$ cat src/rtl/rom_burst_reader.sv
// rom_burst_reader: elaboration-filled read-only word table with a burst
// engine that streams LANES consecutive words per beat over valid/ready.
// Optional feature macro: ROM_PARITY_EN adds a per-lane even-parity output.
module rom_burst_reader #(
    parameter int unsigned WIDTH     = 4,
    parameter int unsigned DEPTH     = 16,
    parameter int unsigned LANES     = 8,
    parameter int          INIT_BASE = 0,
    parameter int          INIT_STEP = 1,
    parameter int unsigned BEAT_W    = 8,
    localparam int unsigned AW       = (DEPTH > 1) ? $clog2(DEPTH) : 1,
    localparam int unsigned OW       = WIDTH * LANES
) (
    input  logic              clk,
    input  logic              rst_n,
    input  logic              start,
    input  logic [AW-1:0]     start_addr,
    input  logic [BEAT_W-1:0] beats,
    output logic              busy,
    output logic              out_valid,
    input  logic              out_ready,
    output logic [OW-1:0]     out_data,
    output logic              out_last,
    output logic              done
`ifdef ROM_PARITY_EN
    ,
    output logic [LANES-1:0]  out_parity
`endif
);

    localparam int unsigned LW    = (LANES > 1) ? $clog2(LANES) : 1;
    localparam int unsigned ACC_W = AW + LW + 1;

    typedef enum logic {
        IDLE = 1'b0,
        RUN  = 1'b1
    } state_t;

    state_t              state_q;
    logic                busy_q;
    logic                valid_q;
    logic                last_q;
    logic                done_q;
    logic [OW-1:0]       data_q;
    logic [BEAT_W-1:0]   remain_q;
    logic [AW-1:0]       next_base_q;

    logic [AW-1:0]       load_base_d;
    logic [AW-1:0]       next_base_d;
    logic [OW-1:0]       data_d;
    logic [ACC_W-1:0]    lane_acc;
    logic [AW-1:0]       lane_idx;

    // Constant table: mem[i] = (INIT_BASE + i*INIT_STEP) mod 2**WIDTH
    logic [WIDTH-1:0] rom [DEPTH];
    for (genvar i = 0; i < DEPTH; i++) begin : g_rom
        assign rom[i] = WIDTH'(INIT_BASE + i * INIT_STEP);
    end

    // Beat to load next: first beat from start_addr, later beats from the running base
    always_comb begin
        load_base_d = (state_q == IDLE) ? start_addr : next_base_q;
        next_base_d = AW'((ACC_W'(load_base_d) + ACC_W'(LANES)) % ACC_W'(DEPTH));
        data_d      = '0;
        lane_acc    = '0;
        lane_idx    = '0;
        for (int j = 0; j < LANES; j++) begin
            lane_acc = ACC_W'(load_base_d) + ACC_W'(j);
            lane_idx = AW'(lane_acc % ACC_W'(DEPTH));
            data_d[j*WIDTH +: WIDTH] = rom[lane_idx];
        end
    end

`ifdef ROM_PARITY_EN
    logic [LANES-1:0] parity_d;
    logic [LANES-1:0] parity_q;

    // Even-parity bit per lane of the beat being loaded
    always_comb begin
        parity_d = '0;
        for (int j = 0; j < LANES; j++) begin
            parity_d[j] = ^data_d[j*WIDTH +: WIDTH];
        end
    end

    // Parity register follows the data register exactly (loads and stalls)
    always_ff @(posedge clk) begin
        if (!rst_n) begin
            parity_q <= '0;
        end else if ((state_q == IDLE && start && beats != '0) ||
                     (state_q == RUN && out_ready && !last_q)) begin
            parity_q <= parity_d;
        end
    end

    assign out_parity = parity_q;
`endif

    // Burst FSM with registered handshake outputs
    always_ff @(posedge clk) begin
        if (!rst_n) begin
            state_q     <= IDLE;
            busy_q      <= 1'b0;
            valid_q     <= 1'b0;
            last_q      <= 1'b0;
            done_q      <= 1'b0;
            data_q      <= '0;
            remain_q    <= '0;
            next_base_q <= '0;
        end else begin
            done_q <= 1'b0;
            case (state_q)
                IDLE: begin
                    if (start) begin
                        if (beats == '0) begin
                            done_q <= 1'b1;
                        end else begin
                            state_q     <= RUN;
                            busy_q      <= 1'b1;
                            valid_q     <= 1'b1;
                            data_q      <= data_d;
                            last_q      <= (beats == BEAT_W'(1));
                            remain_q    <= beats - BEAT_W'(1);
                            next_base_q <= next_base_d;
                        end
                    end
                end
                RUN: begin
                    if (out_ready) begin
                        if (last_q) begin
                            state_q <= IDLE;
                            busy_q  <= 1'b0;
                            valid_q <= 1'b0;
                            last_q  <= 1'b0;
                            done_q  <= 1'b1;
                        end else begin
                            data_q      <= data_d;
                            last_q      <= (remain_q == BEAT_W'(1));
                            remain_q    <= remain_q - BEAT_W'(1);
                            next_base_q <= next_base_d;
                        end
                    end
                end
                default: state_q <= IDLE;
            endcase
        end
    end

    assign busy      = busy_q;
    assign out_valid = valid_q;
    assign out_last  = last_q;
    assign out_data  = data_q;
    assign done      = done_q;

endmodule

$ cat config.mk
export PLATFORM = sky130hd
export DESIGN_NAME = rom_burst_reader
export DESIGN_NICKNAME = d
export VERILOG_FILES = /design/src/rtl/rom_burst_reader.sv
export SDC_FILE = /design/constraint.sdc
export NUM_CORES = 1
export LEC_CHECK = 0
export ABC_AREA = 1
export CORE_ASPECT_RATIO = 1.25
export CORE_MARGIN = 2
export CORE_UTILIZATION = 30
export DETAILED_ROUTE_END_ITERATION = 8
export GPL_TIMING_DRIVEN = 0
export PLACE_DENSITY = 0.62
export SKIP_LAST_GASP = 1
export SLEW_MARGIN = 10
export SYNTH_ARGS = -nofsm -noshare
export SYNTH_HDL_FRONTEND = slang
export SYNTH_SLANG_ARGS = --single-unit
$ cat constraint.sdc
create_clock -name clk -period 4.9 [get_ports clk]
set_input_delay 0.49 -clock clk [delete_from_list [all_inputs] [get_ports clk]]
set_output_delay 0.49 -clock clk [all_outputs]
set_load 0.01 [all_outputs]
Word level (Yosys, flattened, before mapping)
Memory sizes are Yosys's and may differ from the RTL's. Cells that the tools add are included.

Output and inout bits: 36. Word-level logic and storage cells: 105. Input bits: 16. Memory bits (read-only): 512. Bits in registers: 48. Memories: 8.

Order comparisons: 8. Bitwise gates (word level): 9. $add $sub $neg: 10. Mux-type cells: 52. Reductions and logical operators: 4. Equality and inequality tests: 7.

Memory list: (no name shown) (depth 16, bits a word 4, rd ports 1, clocked after Yosys merged registers in 0, write ports 0, RTL line 70) `data_d[j*WIDTH +: WIDTH] = rom[lane_idx];`; (no name shown) (depth 16, bits a word 4, rd ports 1, clocked after Yosys merged registers in 0, write ports 0, RTL line 70); (no name shown) (depth 16, bits a word 4, rd ports 1, clocked after Yosys merged registers in 0, write ports 0, RTL line 70); (no name shown) (depth 16, bits a word 4, rd ports 1, clocked after Yosys merged registers in 0, write ports 0, RTL line 70); (no name shown) (depth 16, bits a word 4, rd ports 1, clocked after Yosys merged registers in 0, write ports 0, RTL line 70); (no name shown) (depth 16, bits a word 4, rd ports 1, clocked after Yosys merged registers in 0, write ports 0, RTL line 70); +2 memories.

Operators with widths (count): $mux 32 (4); $mux 4 (21); $pmux 32 s2 (1); $ge 5x5->1 const B (8); $not 4->5 (8); $mux 8 (4); $add 4x3->4 const B (4); $eq 8x1->1 const B (2); $mux 1 (16); $pmux 8 s2 (1); $sub 8x1->8 const B (2); $add 4x2->4 const B (2); $logic_not 8->1 (1); $ne 2x2->1 const B (4); $pmux 1 s2 (4); $pmux 4 s2 (1); $reduce_and 4->1 (2); $add 4x1->4 const B (1); $add 4x4->4 const B (1); $reduce_and 3->1 (1); $ne 2x1->1 const B (1); $not 1->1 (1).

Logic depth before layout (Yosys ltp)
Depth in word-level cells: 9. Gate-level depth with buffers: 12. Mapped depth without buffers: 11.

Least setup slack after synthesis
Ideal clock, no wire load.

Path kind: input to register. From: in start_addr[1]. To: reg data_q[15] (netlist: out_data[15]). Library setup time: 0.132 ns. Arrival time: 1.661 ns. Stages on the path: 8. Data required time: 4.768 ns. Buffers on the path: 0. Slack: 3.106 ns. Cells stage by stage: o21ai_0 -> inv_1 -> ha_1 -> inv_1 -> nand2_1 -> xor2_1 -> nand2_1 -> a21oi_1.

Longest elaborated chain between the ends: 9. Elaborated cells between the ends (all ways): 11. Those cells by class: add/sub: 1; mux: 8; bitwise: 1; memory: 1.

RTL lines: start, declared (RTL line 17) `input logic [AW-1:0] start_addr,`; $mux 4 * (RTL line 62) `load_base_d = (state_q == IDLE) ? start_addr : next_base_q;`; $add 4x2->4 * (RTL line 68) `lane_acc = ACC_W'(load_base_d) + ACC_W'(j);`; $not 4->5 (not written as such) * (RTL line 70); $mem_v2 16x4 *; $mux 4 (not written as such) * (2 in series) (RTL line 70); $mux 32, on equally long branches (RTL line 130, 115); $mux 32, on equally long branches (RTL line 129, 114); $pmux 32 s2 * (RTL line 112) `case (state_q)`; end signal, assigned (RTL line 121) `data_q <= data_d;`; end signal, assigned (RTL line 137) `data_q <= data_d;`; end, declared (RTL line 44) `logic [OW-1:0] data_q;`.

Mark *: on every way between the ends. The rest lies on a longest branch, timed or not. The select of a mux whose other input is x is not followed. A chain may end at the register's enable or synchronous reset.

Worst setup path in the final report
Ends and elaborated chain as after synthesis.

==> run summary <==
The net count after synthesis is 323, and the area used by multi-input combinational logic is 0.00110 mm². The tools report the sequential-to-total area share from yosys stat as 0.332. The largest voltage drop on the vdd net was 0.000168 V. The tool flagged a number of max-cap violations equal to 0.

The setup total negative slack was 0 ps; the clock insertion delay at the later pin of the skew report was 290 ps. In the synthesized netlist, the number of instances is 295. The hold violation total from the final report was 0. The tree built by TritonCTS fans out to 35 sinks. Pin placement for this block handled 52 I/O pins. Setup violations remaining at the end of the flow were counted as 0. The share of synthesized registers carrying an async set or reset works out to 0. Buffers added to address setup during post-CTS repair amount to 0. The clock-pin slew on the worst setup and hold paths was 70 ps; the total grt overflow was 0.

The area growth from synthesis to layout works out to 33.4%. The tools report the iteration-0 DRC count of the detailed router as 126. Once layout is done, the placed cells without fillers occupy 0.00281 mm². The final net count came out at 381. Static timing analysis puts the maximum clock frequency at 0.442 GHz. The signal on the critical path passes through clkdlybuf4s50_1, o21ai_0, inv_1, ha_1, inv_1, nand2_1, xor2_1, nand2_1, a21oi_1. STA puts the critical path data required time at 5070 ps.

CTS built an H-tree with a depth of 2. The tools report the maximum clock insertion buffer count as 2. The mapped netlist covers 0.00211 mm².

The diode insertion count for antenna repair was 0; the total core area was 0.00689 mm². The number of antenna violations at the first check in global routing was 0; the footprint of the flip-flops and latches was 701 µm². The number of synthesized register bits was 35.

Yosys attributes the largest share of cell area to sky130_fd_sc_hd__dfxtp_1 (33%), sky130_fd_sc_hd__nand2_1 (12%), sky130_fd_sc_hd__a21oi_1 (8.8%). The horizontal die dimension was 79.0 µm. The top cell family by delay on the critical path was buffers and inverters. The share of post-route cells with drive strength above 1 came out at 0.119. The top-area cell type share of the netlist area came out at 0.332. The flow ran to the end, and the final reports show no timing, DRC or antenna violations.

The number of global-route vias before repair is 1898. Library cell contributing the largest single delay on the critical path: sky130_fd_sc_hd__o21ai_0. Classification of the worst setup path: in2reg. The run gives 0.306 as the starting density of the core. The total iterations of the first detailed-routing run was 4.

Total power for the finished layout comes to 824 µW. At the pin with the least slew margin, the transition time is 782 ps. The largest area contributor in the netlist was sky130_fd_sc_hd__dfxtp_1. The post-synthesis cell type count is 30, and the remaining number of nets flagged by the antenna check after routing is 0.

The kind of launch point of the worst setup path was an input pin. In this run, post-CTS hold repair placed 0 buffers. The class of the tightest hold or removal check is reg2reg. After detailed routing, the number of remaining DRC violations is 0. The post-route clock period utilization works out to 0.462. The tree is rooted in a sky130_fd_sc_hd__clkbuf_8. Using the TritonRoute via totals, the vias-per-cell ratio works out to 4.49. The main flop type after synthesis is sky130_fd_sc_hd__dfxtp_1.

The routed length per placed instance came out at 11.8 µm. The areal power density over the cells came out at 293 mW/mm². Averaged over all synthesized cells, the footprint is 7.15 µm². Yosys printed 0 warnings.

The run gives 0.473 as the relative slew slack. The first global-routing pass estimated 8740 µm of wire. The run gives 2430 ps as the arrival time at the worst endpoint.

After floorplanning, the core was divided into 34 placement rows. The run gives 5 as the number of clock buffers inserted by TritonCTS. The total routing resource utilization after global routing is 0.142. The logs give 0.789 for the final weighted congestion of routability-driven global placement and 728 for the total of fill cells in the finished design. The placed instances occupy a cell area of 0.00273 mm². The worst clock skew is 7.61 ps.

Across all layers, the routed design uses 1994 vias. The die covers 0.00772 mm². In this design, the stage delay of the slowest critical-path cell is 640 ps. TritonCTS built the clock tree. Summed over all nets, the half-perimeter wirelength after detailed placement is 3940 µm. The vertical die dimension was 97.7 µm. Port buffering added 51 buffers. Setup repair after global routing left no endpoint under its margin.

The total detailed-routing wirelength came out at 5230 µm. Along the worst path, the maximum fanout reaches 6. The synthesized design contains 0 enable-type register cells.

Summed over all cells, the static leakage comes to 1.19 nW. The critical path buffer and inverter count works out to 3. The clock period minus worst slack is 2260 ps. The worst setup path is captured at a flop. The tools report the maximum number of pins on one net before global-route repair as 11. The post-cts sizing count came out at 0. The final count of pins violating max slew came out at 0.
[power by group]
| part | leakage, nW | switching (mW) | internal (mW) |
|---|---|---|---|
| logic | 0.857 | 0.144 | 0.139 |
| clock network | 0.0422 | 0.103 | 0.0996 |
| registers | 0.289 | 0.0229 | 0.315 |
| total | 1.19 | 0.270 | 0.554 |
[synth_stat cells, drive strengths merged, types with 3 or more instances]
master / number
nand2: 70
a21oi: 37
dfxtp: 35
nor2: 29
inv: 28
o21ai: 27
buf: 23
nand3: 17
ha: 12
xor2: 5
clkbuf: 3
[layout by cell type (no fill, tap or decap)]
cell,synthesis,routed
sky130_fd_sc_hd__clkdlybuf4s50_1,0,51
sky130_fd_sc_hd__o21ai_0,10,10
sky130_fd_sc_hd__clkinv_2,0,1
sky130_fd_sc_hd__nor2_1,25,25
sky130_fd_sc_hd__xor2_1,5,5
sky130_fd_sc_hd__o21ai_4,1,1
sky130_fd_sc_hd__buf_1,1,1
sky130_fd_sc_hd__ha_1,12,12
sky130_fd_sc_hd__nor2_2,1,1
sky130_fd_sc_hd__nand3_1,15,15
sky130_fd_sc_hd__xnor2_1,2,2
sky130_fd_sc_hd__a211oi_2,1,1
sky130_fd_sc_hd__inv_1,25,25
sky130_fd_sc_hd__buf_4,15,15
sky130_fd_sc_hd__clkbuf_8,0,5
sky130_fd_sc_hd__nand3_2,2,2
sky130_fd_sc_hd__clkbuf_1,3,5
sky130_fd_sc_hd__a31oi_1,1,1
sky130_fd_sc_hd__nand2_2,1,1
sky130_fd_sc_hd__nor3_1,2,2
sky130_fd_sc_hd__a21oi_1,37,37
sky130_fd_sc_hd__inv_8,1,1
sky130_fd_sc_hd__buf_6,5,5
sky130_fd_sc_hd__dfxtp_1,35,35
sky130_fd_sc_hd__o21ai_1,14,14
sky130_fd_sc_hd__nand2_1,69,69
sky130_fd_sc_hd__nor2_4,2,2
sky130_fd_sc_hd__inv_2,2,2
sky130_fd_sc_hd__nand4_1,2,2
sky130_fd_sc_hd__buf_2,2,2
sky130_fd_sc_hd__o22ai_1,1,1
sky130_fd_sc_hd__o21ai_2,2,2
sky130_fd_sc_hd__nor2_8,1,1
[path summary, 6_finish.rpt]
kind,from,slack (ps),end,depth (start not counted)
worst max-delay path,start_addr[1],2640,out_data[15],9
worst min register to register,out_data[26],470,out_data[26],2
worst max register to register,state_q,2840,out_data[15],9
worst min-delay path,out_data[26],470,out_data[26],2
[registers in the layout, summed over array words and instances (netlist names)]
name,flops
done,1
next_base_q,1
out_data,22
out_last,1
out_valid,1
remain_q,8
state_q,1
[final cells by class]
class	instances	area share
plain buffers	26	0.0690
clock buffers	7	0.0271
clock inverters	1	0.00178
inverters	28	0.0400
multi-input cells	206	0.391
flip-flops and latches	35	0.249
well taps	90	0.0400
repair buffers	51	0.181
[per-layer routing]
| metal | track usage | up-vias | part of all wire |
|---|---|---|---|
| met3 | 0.0288 | 7 | 0.046 |
| met5 | 0 | - | 0 |
| met1 | 0.168 | 887 | 0.45 |
| met4 | 0.0477 | 0 | 0.015 |
| met2 | 0.251 | 41 | 0.49 |
| li1 | - | 1059 | - |
[kinds of logic after synthesis]
kind of cell / Yosys count / synth area share
AO/OA/AOI/OAI: 67 / 0.173
adder cells (fa/ha/maj): 12 / 0.0712
flip-flops: 35 / 0.332
XOR/XNOR: 7 / 0.0291
AND/OR/NAND/NOR: 120 / 0.249
buffers and inverters: 54 / 0.145
[worst register-to-register path: stages (launching register included)]
cell	delay [ps]
sky130_fd_sc_hd__dfxtp_1	310
sky130_fd_sc_hd__buf_6	140
sky130_fd_sc_hd__o21ai_0	640
sky130_fd_sc_hd__inv_1	190
sky130_fd_sc_hd__ha_1	280
sky130_fd_sc_hd__inv_1	80
sky130_fd_sc_hd__nand2_1	60
sky130_fd_sc_hd__xor2_1	140
sky130_fd_sc_hd__nand2_1	60
sky130_fd_sc_hd__a21oi_1	50
[stage by stage]
step	hold WS, ps	utilization	setup slack [ps]	std cells
finish	465	0.408	2640	444
global route	489	0.408	2400	444
CTS	472	0.408	2630	444
detailed placement	456	0.396	2320	436
global placement	448	0.396	2300	436
floorplan	439	-	3110	295
Note: power is estimated with default switching activity, not from simulation.
